--- config.mk ---
export PLATFORM = sky130hd
export DESIGN_NAME = cu_multicycle
export DESIGN_NICKNAME = d
export VERILOG_FILES = /design/src/rtl/cu_multicycle.sv
export SDC_FILE = /design/constraint.sdc
export NUM_CORES = 1
export LEC_CHECK = 0
export ABC_AREA = 1
export BUFFER_PORTS_ARGS = -buffer_cell sky130_fd_sc_hd__buf_2
export CAP_MARGIN = 5
export CORE_UTILIZATION = 44
export DETAILED_ROUTE_END_ITERATION = 16
export GPL_TIMING_DRIVEN = 1
export PLACE_DENSITY = 0.79
export SLEW_MARGIN = 30
export SYNTH_ARGS = -nofsm -noshare
export SYNTH_HDL_FRONTEND = slang
export SYNTH_SLANG_ARGS = --single-unit
--- constraint.sdc ---
create_clock -name clk -period 1.51 [get_ports clk]
set_input_delay 0.0755 -clock clk [delete_from_list [all_inputs] [get_ports clk]]
set_output_delay 0.0755 -clock clk [all_outputs]
set_load 0.05 [all_outputs]
--- src/rtl/cu_multicycle.sv ---
// Multi-cycle RV32I control unit: walks each instruction through FETCH/DECODE/EXEC/MEM/WB
// and raises datapath selects and one-cycle strobes from the state plus the latched instruction.
module cu_multicycle #(
    parameter int ALUOP_W     = 4,
    parameter int MEM_TIMEOUT = 0,
    parameter int CNT_W       = 8
) (
    input  logic               clk,
    input  logic               rst,
    input  logic [31:0]        I,
    input  logic               instr_valid,
    input  logic               mem_ready,
    input  logic               BrEq,
    input  logic               BrLt,
    output logic [ALUOP_W-1:0] ALUop,
    output logic [2:0]         ImmSel,
    output logic               ASel,
    output logic               BSel,
    output logic               BrUn,
    output logic               PCSel,
    output logic               PCEn,
    output logic [1:0]         WBSel,
    output logic               wEn,
    output logic               MemRW,
    output logic               mem_req,
    output logic               instr_req,
    output logic [1:0]         fault
);

    typedef enum logic [2:0] {
        S_FETCH  = 3'd0,
        S_DECODE = 3'd1,
        S_EXEC   = 3'd2,
        S_MEM    = 3'd3,
        S_WB     = 3'd4,
        S_HALT   = 3'd5
    } state_t;

    localparam logic [6:0] OP_R     = 7'b0110011;
    localparam logic [6:0] OP_IMM   = 7'b0010011;
    localparam logic [6:0] OP_LOAD  = 7'b0000011;
    localparam logic [6:0] OP_STORE = 7'b0100011;
    localparam logic [6:0] OP_LUI   = 7'b0110111;
    localparam logic [6:0] OP_AUIPC = 7'b0010111;
    localparam logic [6:0] OP_JAL   = 7'b1101111;
    localparam logic [6:0] OP_JALR  = 7'b1100111;
    localparam logic [6:0] OP_BR    = 7'b1100011;
    localparam logic [CNT_W-1:0] TMO_C = CNT_W'(MEM_TIMEOUT);

    // funct3 -> ALU code; alt (I[30]) picks SUB/SRA where the encoding allows it
    function automatic logic [3:0] alu_decode(input logic [6:0] op, input logic [2:0] f3, input logic alt);
        logic [3:0] code;
        code = 4'b1001;
        if (op == OP_LUI) begin
            code = 4'b1010;
        end else if ((op == OP_R) || (op == OP_IMM)) begin
            case (f3)
                3'b000:  code = (alt && (op == OP_R)) ? 4'b0001 : 4'b1001;
                3'b001:  code = 4'b0101;
                3'b010:  code = 4'b0110;
                3'b011:  code = 4'b0111;
                3'b100:  code = 4'b0010;
                3'b101:  code = alt ? 4'b1110 : 4'b1101;
                3'b110:  code = 4'b0011;
                3'b111:  code = 4'b0100;
                default: code = 4'b1001;
            endcase
        end else begin
            code = 4'b1001;
        end
        return code;
    endfunction

    state_t           state_r, next_s;
    logic [31:0]      ir_r;
    logic [CNT_W-1:0] cnt_r;
    logic [1:0]       fault_r, fault_nxt_s;

    logic [6:0] opcode_s;
    logic [2:0] funct3_s;
    logic is_r_s, is_imm_s, is_ld_s, is_st_s, is_lui_s, is_auipc_s, is_jal_s, is_jalr_s, is_br_s;
    logic legal_s, br_bad_s, br_taken_s, tmo_s, sel_on_s;
    logic [3:0] alu4_s;
    logic [2:0] imm_s;
    logic [1:0] wbsel_s;
    logic unused_ir_s;

    assign opcode_s   = ir_r[6:0];
    assign funct3_s   = ir_r[14:12];
    assign is_r_s     = (opcode_s == OP_R);
    assign is_imm_s   = (opcode_s == OP_IMM);
    assign is_ld_s    = (opcode_s == OP_LOAD);
    assign is_st_s    = (opcode_s == OP_STORE);
    assign is_lui_s   = (opcode_s == OP_LUI);
    assign is_auipc_s = (opcode_s == OP_AUIPC);
    assign is_jal_s   = (opcode_s == OP_JAL);
    assign is_jalr_s  = (opcode_s == OP_JALR);
    assign is_br_s    = (opcode_s == OP_BR);
    assign legal_s    = is_r_s | is_imm_s | is_ld_s | is_st_s | is_lui_s | is_auipc_s
                      | is_jal_s | is_jalr_s | is_br_s;
    assign br_bad_s   = is_br_s && (funct3_s[2:1] == 2'b01);
    assign tmo_s      = (MEM_TIMEOUT > 0) && (cnt_r == TMO_C);
    assign alu4_s     = alu_decode(opcode_s, funct3_s, ir_r[30]);
    assign imm_s      = is_st_s ? 3'd1 : is_br_s ? 3'd2 : (is_lui_s | is_auipc_s) ? 3'd3
                      : is_jal_s ? 3'd4 : 3'd0;
    assign wbsel_s    = is_ld_s ? 2'd0 : (is_jal_s | is_jalr_s) ? 2'd2 : 2'd1;
    assign sel_on_s   = legal_s && ((state_r == S_DECODE) || (state_r == S_EXEC)
                      || (state_r == S_MEM) || (state_r == S_WB));
    assign unused_ir_s = ^{ir_r[31], ir_r[29:15], ir_r[11:7]};

    // Branch outcome; only consumed combinationally in EXEC
    always_comb begin
        case (funct3_s)
            3'b000:          br_taken_s = BrEq;
            3'b001:          br_taken_s = ~BrEq;
            3'b100, 3'b110:  br_taken_s = BrLt;
            3'b101, 3'b111:  br_taken_s = ~BrLt;
            default:         br_taken_s = 1'b0;
        endcase
    end

    // State, instruction, wait counter and sticky fault registers
    always_ff @(posedge clk) begin
        if (rst) begin
            state_r <= S_FETCH;
            ir_r    <= 32'h0000_0013;
            cnt_r   <= '0;
            fault_r <= 2'd0;
        end else begin
            state_r <= next_s;
            fault_r <= fault_nxt_s;
            if ((state_r == S_FETCH) && instr_valid) begin
                ir_r <= I;
            end else begin
                ir_r <= ir_r;
            end
            // counter restarts on every state change, so entry into FETCH/MEM sees zero
            if (next_s != state_r) begin
                cnt_r <= '0;
            end else if ((state_r == S_FETCH) || (state_r == S_MEM)) begin
                cnt_r <= cnt_r + CNT_W'(1);
            end else begin
                cnt_r <= cnt_r;
            end
        end
    end

    // Next-state and fault update
    always_comb begin
        next_s      = state_r;
        fault_nxt_s = fault_r;
        case (state_r)
            S_FETCH: begin
                if (instr_valid) begin
                    next_s = S_DECODE;
                end else if (tmo_s) begin
                    next_s      = S_HALT;
                    fault_nxt_s = 2'd2;
                end else begin
                    next_s = S_FETCH;
                end
            end
            S_DECODE: begin
                if (legal_s) begin
                    next_s = S_EXEC;
                end else begin
                    next_s      = S_HALT;
                    fault_nxt_s = 2'd1;
                end
            end
            S_EXEC: begin
                if (br_bad_s) begin
                    next_s      = S_HALT;
                    fault_nxt_s = 2'd1;
                end else if (is_br_s) begin
                    next_s = S_FETCH;
                end else if (is_ld_s || is_st_s) begin
                    next_s = S_MEM;
                end else begin
                    next_s = S_WB;
                end
            end
            S_MEM: begin
                if (mem_ready) begin
                    next_s = is_st_s ? S_FETCH : S_WB;
                end else if (tmo_s) begin
                    next_s      = S_HALT;
                    fault_nxt_s = 2'd2;
                end else begin
                    next_s = S_MEM;
                end
            end
            S_WB:    next_s = S_FETCH;
            S_HALT:  next_s = S_HALT;
            default: next_s = S_FETCH;
        endcase
    end

    // Output decode; everything is forced low while rst is asserted
    always_comb begin
        ALUop     = '0;
        ImmSel    = 3'd0;
        ASel      = 1'b0;
        BSel      = 1'b0;
        BrUn      = 1'b0;
        PCSel     = 1'b0;
        PCEn      = 1'b0;
        WBSel     = 2'd0;
        wEn       = 1'b0;
        MemRW     = 1'b0;
        mem_req   = 1'b0;
        instr_req = 1'b0;
        fault     = 2'd0;
        if (rst) begin
            fault = 2'd0;
        end else begin
            fault = fault_r;
            if (sel_on_s) begin
                ALUop  = ALUOP_W'(alu4_s);
                ImmSel = imm_s;
                ASel   = is_auipc_s | is_jal_s | is_br_s;
                BSel   = ~is_r_s;
                BrUn   = is_br_s & funct3_s[1];
                WBSel  = wbsel_s;
            end else begin
                ALUop = '0;
            end
            case (state_r)
                S_FETCH: instr_req = 1'b1;
                S_EXEC: begin
                    if (is_br_s && !br_bad_s) begin
                        PCSel = br_taken_s;
                        PCEn  = 1'b1;
                    end else begin
                        PCEn = 1'b0;
                    end
                end
                S_MEM: begin
                    mem_req = 1'b1;
                    MemRW   = is_st_s;
                    if (mem_ready && is_st_s) begin
                        PCEn = 1'b1;
                    end else begin
                        PCEn = 1'b0;
                    end
                end
                S_WB: begin
                    wEn   = 1'b1;
                    PCEn  = 1'b1;
                    PCSel = is_jal_s | is_jalr_s;
                end
                default: instr_req = 1'b0;
            endcase
        end
    end

endmodule

## Word level (Yosys, flattened, before mapping)

Index checks and enable logic that the tools add are counted.

| word-level totals | value |
|---|---|
| register bits after elaboration | 36 |
| word-level logic and storage cells | 112 |
| input port bits | 38 |

| operators by class | value |
|---|---|
| eq/ne operators | 24 |
| bitwise gates (word level) | 16 |
| reductions and logical operators | 18 |
| muxes and demuxes | 51 |

Operator list:

| cell | number |
|---|---|
| 2-to-1 mux 3 bit | 12 |
| case mux 4 bit (8 select lines) | 1 |
| equality test 7 x 6 -> 1 bit (second input constant) | 3 |
| equality test 7 bit (second input constant) | 3 |
| 2-to-1 mux 1 bit | 20 |
| 2-to-1 mux 4 bit | 5 |
| equality test 3 bit (second input constant) | 6 |
| 2-to-1 mux 2 bit | 8 |
| case mux 3 bit (5 select lines) | 1 |
| equality test 7 x 5 -> 1 bit (second input constant) | 2 |
| equality test 3 x 2 -> 1 bit (second input constant) | 4 |
| bitwise OR 1 bit | 12 |
| equality test 7 x 2 -> 1 bit (second input constant) | 1 |
| equality test 3 x 1 -> 1 bit (second input constant) | 2 |
| logical AND 1 bit | 6 |
| logical NOT 3 bit | 2 |
| logical OR 1 bit | 5 |
| != test 2 bit (second input constant) | 2 |
| case mux 1 bit (4 select lines) | 1 |
| case mux 2 bit (2 select lines) | 1 |
| OR reduction 2 bit | 2 |
| NOT 1 bit | 3 |
| case mux 1 bit (3 select lines) | 1 |
| AND reduction 3 bit | 1 |
| other kinds (5) | 5 |

## Depth between registers and ports, before layout

Gate-level depths: netlist of the first run.

| depth | value |
|---|---|
| depth after elaboration | 12 |
| mapped depth | 9 |
| depth with buffers taken out | 9 |

## Worst setup path after synthesis of the first run

Ideal clock, no wire load.

| timing path | value |
|---|---|
| path kind | reg2out |
| start | reg ir_r[3] |
| end | out PCSel |
| cell stages (with the launch flop) | 8 |
| arrival | 2.019 ns |
| path buffers | 0 |
| slack | -0.584 ns |
| cell sequence | dfxtp_1 inv_1 nand2_1 nor2_1 nand2_1 nor3_1 nand2_1 a21boi_0 |

| between the ends | value |
|---|---|
| cells in the longest elaborated chain, start to end | 7 |
| elaborated cells between the ends (all ways) | 10 |
| classes of those cells | eq/ne: 3; mux: 3; bitwise: 1; reduce/logical: 3 |

RTL lines:

| item | RTL line | source |
|---|---|---|
| start, declared | 75 | `logic [31:0] ir_r;` |
| start signal, assigned | 135 | `ir_r <= ir_r;` |
| equality test 7 bit | 98 | `assign is_br_s = (opcode_s == OP_BR);` |
| logical AND 1 bit | 101 | `assign br_bad_s = is_br_s && (funct3_s[2:1] == 2'b01);` |
| logical NOT 1 bit | 231 | `if (is_br_s && !br_bad_s) begin` |
| logical AND 1 bit | 231 |  |
| 2-to-1 mux 1 bit | 231 |  |
| case mux 1 bit (2 select lines) * | 228 | `case (state_r)` |
| 2-to-1 mux 1 bit * | 214 | `if (rst) begin` |
| end, declared | 20 | `output logic PCSel,` |

Every way passes the cells marked *; elsewhere a longest branch is shown, timed or not.

## Worst setup path after layout of the first run

| timing path | value |
|---|---|
| start | reg ir_r[4] |
| end | out ASel |

| between the ends | value |
|---|---|
| cells in the longest elaborated chain, start to end | 12 |
| elaborated cells between the ends (all ways) | 22 |
| classes of those cells | eq/ne: 9; mux: 2; bitwise: 10; reduce/logical: 1 |

RTL lines:

| item | RTL line | source |
|---|---|---|
| equality test 7 x 6 -> 1 bit / equality test 7 x 5 -> 1 bit (equally long branches) | 90, 91 |  |
| bitwise OR 1 bit (5 in a row) | 99 | `assign legal_s = is_r_s \| is_imm_s \| is_ld_s \| is_st_s \| is_lui_s \| is_auipc_s` |
| bitwise OR 1 bit (3 in a row) | 100 | `\| is_jal_s \| is_jalr_s \| is_br_s;` |
| logical AND 1 bit | 107 | `assign sel_on_s = legal_s && ((state_r == S_DECODE) \|\| (state_r == S_EXEC)` |
| 2-to-1 mux 1 bit * | 218 | `if (sel_on_s) begin` |
| 2-to-1 mux 1 bit * | 214 |  |
| end, declared | 17 | `output logic ASel,` |

Marked as above.

==> results of run 1 <==
how the worst max path moves through the flow:
stage	start	endpoint	slack (ns)	cells after the start
4_1_cts	ir_r[3]$_SDFFE_PP0P_	ImmSel[0]	-0.21	8
6_report	ir_r[4]$_SDFFE_PP1P_	ASel	-0.29	8
3_3_place_gp	ir_r[1]$_SDFFE_PP1P_	BSel	-0.02	9
2_1_floorplan	ir_r[1]$_SDFFE_PP1P_	ALUop[1]	-0.30	8
3_5_place_dp	ir_r[0]$_SDFFE_PP1P_	ImmSel[0]	-0.04	9
5_1_grt	ir_r[3]$_SDFFE_PP0P_	ASel	-0.37	8
placed cells by master, fill, tap and decap left out, types with 4 or more instances in the layout:
cell type and n:
nor3_1 5, buf_2 19, nand2_1 28, nor2_2 6
dfxtp_1 6, inv_1 20, dfxtp_2 6, a21oi_1 12
buf_6 14, nand3_1 11, buf_4 26, nor2_4 8
nor2_1 15, nor3_4 4, inv_2 5, o21ai_0 14
nand3_2 4
registers in the layout, summed over array words and instances (netlist names):
name / flops
fault_r: 1
ir_r: 11
state_r: 3
logic make-up (layout without fill, tap and decap cells):
group                  after synthesis  in the layout  share of synthesized area
flip-flops                          15             15                      0.277
AO/OA/AOI/OAI                       35             35                      0.171
AND/OR/NAND/NOR                     94             94                      0.421
other                                1              1                    0.00346
XOR/XNOR                             2              2                     0.0162
buffers and inverters               30             89                      0.111
through the flow:
stage               hold WS [ns]  utilization
global route              0.0260        0.780
floorplan                  0.202            -
detailed placement         0.312        0.645
global placement           0.285        0.645
finish                    0.0197        0.780
CTS                       0.0170        0.748
final cells by class:
cell class | count | area share
Tap cell | 28 | 0.0197
Sequential cell | 15 | 0.180
Clock buffer | 4 | 0.0148
Timing Repair Buffer | 59 | 0.252
Inverter | 26 | 0.0578
Multi-Input combinational cell | 132 | 0.475
power by group through the flow:
stage | Sequential (mW) | Clock, mW | Combinational [mW]
finish | 0.618 | 0.216 | 1.22
global route | 0.625 | 0.235 | 1.32
CTS | 0.598 | 0.226 | 1.14
detailed placement | 0.585 | 0 | 1.01
global placement | 0.578 | 0 | 0.980
floorplan | 0.565 | 0 | 0.735
metal layers:
layer  up-vias  wire (um)  track usage
met1       674       1390        0.330
met5         -          0            0
met2        62       1880        0.528
met4         0        115        0.171
met3        13        152       0.0175
li1        701          -            -
critical path, delay by kind of cell (launching register included):
kind	cells	cell delay (ns)
buf+inv	2	0.26
flops	1	0.37
simple gates	6	0.82
repair_timing:
item                                   4_1_cts  5_1_grt
buffers inserted                             6        2
setup endpoints to repair                   16       17
endpoints found under the hold margin        0        0
gates resized for setup                     54       17
pin swaps                                    4        4
cloned                                       0        0
==> flow_summary_export.csv, run 1 <==
group,metric,value,unit
global_routing,grt_pass1_vias,1390,
yosys,postSynth.asyncResetShare,0,
hold_path,holdCritPathClass,"in -> reg",
worst_setup_path,cp.required,1.43,ns
power,power.share.clock,0.105,
place,portBuffers,35,
finish,instances_no_fill,264,
power,power.density,1160,nW/um^2
clock_network,cts-root-buf,"clkbuf_4",
yosys,yosysWarnings,0,
sta,skew,0.000784,ns
run_status,status,"complete, but fails checks",
power,peakVddDrop,1.00,mV
power,combPwrFrac,0.594,
power,switching_power,1.00,mW
sta,finalHoldViolCount,0,
die,fp.dieW,51.6,um
yosys,ys.flop_type,"dfxtp_1",
worst_setup_path,worstSetupEndpointType,"output pin",
sta,fin_crit_sh,1.19,
finish,final_area,1770,sq um
finish,seq_area,319,sq um
clock_network,cts_buffers,3,
run_status,violations,"setup timing",
finish,fin_nets,275,
hold_path,min-delay-start,"I[0]",
global_routing,grt_usage,0.291,
clock_network,cts-hold-fix-buffers,0,
worst_setup_path,crit_slowest_cell,"dfxtp_4",
finish,insertedDiodeCount,0,
die,die_y,51.6,um
global_routing,grt_max_degree,18,
worst_setup_path,worst_setup_path_start_kind,"register",
drt,routed_wl,3540,um
yosys,syn_nets,215,
worst_setup_path,rr_worst_depth,8,
power,p_total,2.05,mW
die,io_pins,58,
global_routing,grt_remaining_overflow,0,
die,initial_core_util,0.476,
die,rows,17,
yosys,synth_cell_types,28,
finish,drive_gt1_frac,0.475,
power,p_sw_frac,0.489,
worst_setup_path,r2r-start,"ir_r[5]$_SDFFE_PP0P_",
yosys,ys_seq_area_frac,0.277,
place,place_congestion,0.912,
sta,slew_viol_final,0,
worst_setup_path,reg2reg_slack,0.13,ns
clock_network,cts.sinks,15,
place,dp_slack,-0.0445,ns
worst_setup_path,path_class,"reg -> out",
place,hpwlAfterDp,2470,um
power,internal-power,1.05,mW
yosys,synthTopCellsByCount,"nand2_1, inv_1, nor2_1",
sta,setup_slack,-0.293,ns
yosys,synth.largest_area_cell,"dfxtp_1",
drt,vias_per_cell,5.49,
clock_network,ctsLongestPathBuffers,2,
finish,multi_input_area,843,sq um
finish,num-fill-cells,177,
worst_setup_path,max_stage_delay,0.37,ns
yosys,synth_top_area_frac,0.277,
drt,wire_per_inst,13.4,um
global_routing,grt_antenna_before_repair,0,
worst_setup_path,worstPathCellList,"inv_6, nand3_4, nor2_4, nor2_4, nand2_4, nand3_4, nor2_1, buf_6",
yosys,ys_top_cells_by_area,"dfxtp_1, nand2_1, inv_1",
yosys,netlist_area,1080,sq um
yosys,synthesis.instances,177,
yosys,syn_avg_cell_area,6.12,sq um
yosys,yosysMostFrequentCell,"nand2_1",
sta,tns,-3.04,ns
drt,drc,0,
drt,num_vias,1450,
drt,ant_nets,0,
job,cap_violations,0,
hold_path,holdPathStages,3,
die,dieArea,2670,sq um
power,p_seq_frac,0.301,
sta,max_freq,555,MHz
sta,report.final.setup_viol,15,
worst_setup_path,cp.arrival,1.73,ns
die,core_region_area,2280,sq um
power,p_leak,0.850,nW
hold_path,min_to,"ir_r[0]$_SDFFE_PP1P_",
yosys,synth_edf_count,0,
place,post_dp_cell_area,1470,sq um
yosys,synth_seq_cells,15,
sta,rsz0062_at_grt,"true",
clock_network,cts_tree,"done",
finish,area_delta_synth_final,63.7,%
clock_network,cts-htree-levels,1,
clock_network,cts.clk_slew.worst_paths,0.08,ns
worst_setup_path,cp_max_fo,8,
drt,first_pass_iters,4,
drt,first_iter_violations,68,
sta,finalCriticalPeriod,1.80,ns
worst_setup_path,reg2reg_to,"state_r[2]$_SDFF_PP0_",
global_routing,grt_pass1_wl,5800,um
place,dp_cells,252,
clock_network,insertion_delay,0.28,ns
(Power assumes the default switching activity.)
==> run 2, diff against run 1 <==
--- a/config.mk
+++ b/config.mk
@@ -5,10 +5,9 @@
 export SDC_FILE = /design/constraint.sdc
 export NUM_CORES = 1
 export LEC_CHECK = 0
-export ABC_AREA = 1
 export BUFFER_PORTS_ARGS = -buffer_cell sky130_fd_sc_hd__buf_2
 export CAP_MARGIN = 5
-export CORE_UTILIZATION = 44
+export CORE_UTILIZATION = 45
 export DETAILED_ROUTE_END_ITERATION = 16
 export GPL_TIMING_DRIVEN = 1
 export PLACE_DENSITY = 0.79
==> flow_summary_export.csv, run 2 <==
group,metric,value,unit
die,rows,17,
clock_network,cts_tree,"done",
sta,tns,-7.36,ns
worst_setup_path,worstPathCellList,"or3b_4, a21oi_4, o31ai_4, buf_6, a21oi_4, buf_6",
power,switching_power,1.42,mW
drt,first_pass_iters,8,
worst_setup_path,r2r-start,"ir_r[3]$_SDFFE_PP0P_",
yosys,synthesis.instances,156,
drt,wire_per_inst,23.8,um
worst_setup_path,reg2reg_slack,-0.13,ns
global_routing,grt_antenna_before_repair,0,
yosys,yosysMostFrequentCell,"nand2_1",
die,core_region_area,2300,sq um
worst_setup_path,reg2reg_to,"state_r[2]$_SDFF_PP0_",
yosys,synth_seq_cells,15,
job,cap_violations,0,
sta,max_freq,483,MHz
yosys,synth_top_area_frac,0.266,
run_status,violations,"setup timing",
clock_network,cts-root-buf,"clkbuf_4",
power,p_sw_frac,0.496,
sta,finalCriticalPeriod,2.07,ns
power,internal-power,1.45,mW
finish,largest_reg_flops,11,
worst_setup_path,cp_max_fo,6,
yosys,syn_nets,194,
yosys,postSynth.asyncResetShare,0,
worst_setup_path,rr_worst_depth,6,
clock_network,cts.sinks,15,
yosys,synth.largest_area_cell,"dfxtp_1",
global_routing,grt_usage,0.376,
finish,drive_gt1_frac,0.570,
worst_setup_path,cp.arrival,1.99,ns
clock_network,cts_buffers,3,
sta,setup_slack,-0.560,ns
place,place_congestion,0.892,
clock_network,cts.clk_slew.worst_paths,0.10,ns
power,p_seq_frac,0.212,
sta,rsz0062_at_grt,"true",
worst_setup_path,cp.required,1.43,ns
sta,report.final.setup_viol,19,
finish,regMostFlops,"ir_r",
yosys,synth_edf_count,0,
drt,first_iter_violations,159,
hold_path,holdCritPathClass,"in -> reg",
worst_setup_path,crit_slowest_cell,"or3b_4",
sta,tightest_slew,0.491,ns
power,p_total,2.87,mW
sta,holdWs,0.00873,ns
finish,final_cell_mix,"buf_4, nand2_1, buf_6",
drt,num_vias,1742,
drt,routed_wl,6090,um
worst_setup_path,worst_setup_path_start_kind,"register",
die,io_pins,58,
die,dieArea,2710,sq um
hold_path,min_to,"ir_r[2]$_SDFFE_PP0P_",
worst_setup_path,path_class,"reg -> out",
hold_path,min-delay-start,"I[2]",
sta,slew_viol_final,0,
finish,fin_nets,267,
clock_network,ctsLongestPathBuffers,2,
die,fp.dieW,52.1,um
yosys,syn_avg_cell_area,7.23,sq um
power,combPwrFrac,0.705,
finish,area_delta_synth_final,83.8,%
yosys,ys.flop_type,"dfxtp_1",
sta,finalHoldViolCount,0,
power,power.share.clock,0.083,
yosys,synth_cell_types,50,
place,hpwlAfterDp,2720,um
global_routing,grt_pass1_wl,7280,um
finish,num-fill-cells,82,
drt,vias_per_cell,6.80,
drt,drc,0,
sta,slew_headroom,0.669,
yosys,ys_seq_area_frac,0.266,
clock_network,insertion_delay,0.29,ns
sta,skew,0.00496,ns
power,peakVddDrop,1.08,mV
yosys,yosysWarnings,0,
power,p_leak,0.831,nW
yosys,synthTopCellsByCount,"nand2_1, a21oi_1, dfxtp_1",
yosys,netlist_area,1130,sq um
finish,insertedDiodeCount,0,
sta,fin_crit_sh,1.37,
finish,final_common_cell,"buf_4",
global_routing,grt_max_degree,15,
worst_setup_path,max_stage_delay,0.43,ns
global_routing,grt_pass1_vias,1523,
hold_path,holdPathStages,3,
place,portBuffers,35,
finish,reg.largest.list,"ir_r x11, state_r x3, fault_r x1",
yosys,ys_top_cells_by_area,"dfxtp_1, nand2_1, a21oi_1",
clock_network,cts-htree-levels,1,
worst_setup_path,worstSetupEndpointType,"output pin",
drt,ant_nets,0,
die,initial_core_util,0.491,
die,die_y,52.1,um
power,power.density,1380,nW/um^2
run_status,status,"complete, but fails checks",
global_routing,grt_remaining_overflow,0,
run 2: changes by cell type in the layout (fill, tap and decap cells not counted), sizes merged, moves of 4 or more:
cell	change
buf	+20
nand2b	+6
nor2b	+4
inv	-25
o21ai	-11
a21oi	+4
nor2	-15
nand3	-15
nand3b	+4
nor3	-7
run 2: kinds of logic after synthesis:
group | after synthesis | synth area share
AO/OA/AOI/OAI | 45 | 0.280
buffers and inverters | 14 | 0.0588
flip-flops | 15 | 0.266
other | 1 | 0.00332
AND/OR/NAND/NOR | 81 | 0.391
run 2: worst max-delay path: cells and delay by family (launching register included):
kind / cells / cell delay, ns
compound gates: 3 / 0.55
buf+inv: 2 / 0.37
simple gates: 1 / 0.43
flops: 1 / 0.34
run 2: worst max path at each step:
stage / startpoint / end / cells after the start
floorplan: ir_r[5]$_SDFFE_PP0P_ / ALUop[3] / 5
global placement: ir_r[4]$_SDFFE_PP1P_ / ALUop[2] / 6
detailed placement: ir_r[4]$_SDFFE_PP1P_ / ALUop[2] / 6
CTS: ir_r[3]$_SDFFE_PP0P_ / PCEn / 6
global route: ir_r[3]$_SDFFE_PP0P_ / PCEn / 6
finish: state_r[1]$_SDFF_PP0_ / BSel / 6
run 2: area by class of cell:
type	instances	area, sq um	share of cell area
Sequential cell	15	312	0.150
Clock buffer	3	22.5	0.0109
Tap cell	28	35.0	0.0169
Clock inverter	1	5.00	0.00241
Inverter	1	3.75	0.00181
Multi-Input combinational cell	127	998	0.481
Timing Repair Buffer	81	698	0.337
run 2: per-layer routing:
layer | part of all wire | vias to the layer above | GRT usage
li1 | - | 704 | -
met1 | 0.34 | 759 | 0.425
met2 | 0.45 | 202 | 0.677
met3 | 0.12 | 77 | 0.0585
met4 | 0.097 | 0 | 0.176
met5 | 0 | - | 0
run 2: per-stage QoR:
step / setup WS [ns] / utilization / cell area [sq um] / instances
floorplan: -0.252 / - / 1270 / 156
global placement: -0.235 / 0.724 / 1660 / 240
detailed placement: -0.306 / 0.724 / 1660 / 240
CTS: -0.400 / 0.853 / 1960 / 251
global route: -0.629 / 0.903 / 2070 / 256
finish: -0.560 / 0.903 / 2070 / 256
run 2: power by group through the flow:
stage | logic (mW) | clock network [mW] | registers [mW]
2_1_floorplan | 0.999 | 0 | 0.548
3_3_place_gp | 1.40 | 0 | 0.569
3_5_place_dp | 1.45 | 0 | 0.577
4_1_cts | 1.69 | 0.242 | 0.587
5_1_grt | 2.08 | 0.258 | 0.616
6_report | 2.03 | 0.238 | 0.608
run 2: what timing repair did:
action / CTS / global route
hold buffers: 2 / 0
endpoints found under the setup margin: 18 / 20
buffers inserted: 5 / 6
gates resized for setup: 61 / 21
hold endpoints to repair: 2 / 0
pin swaps: 9 / 12
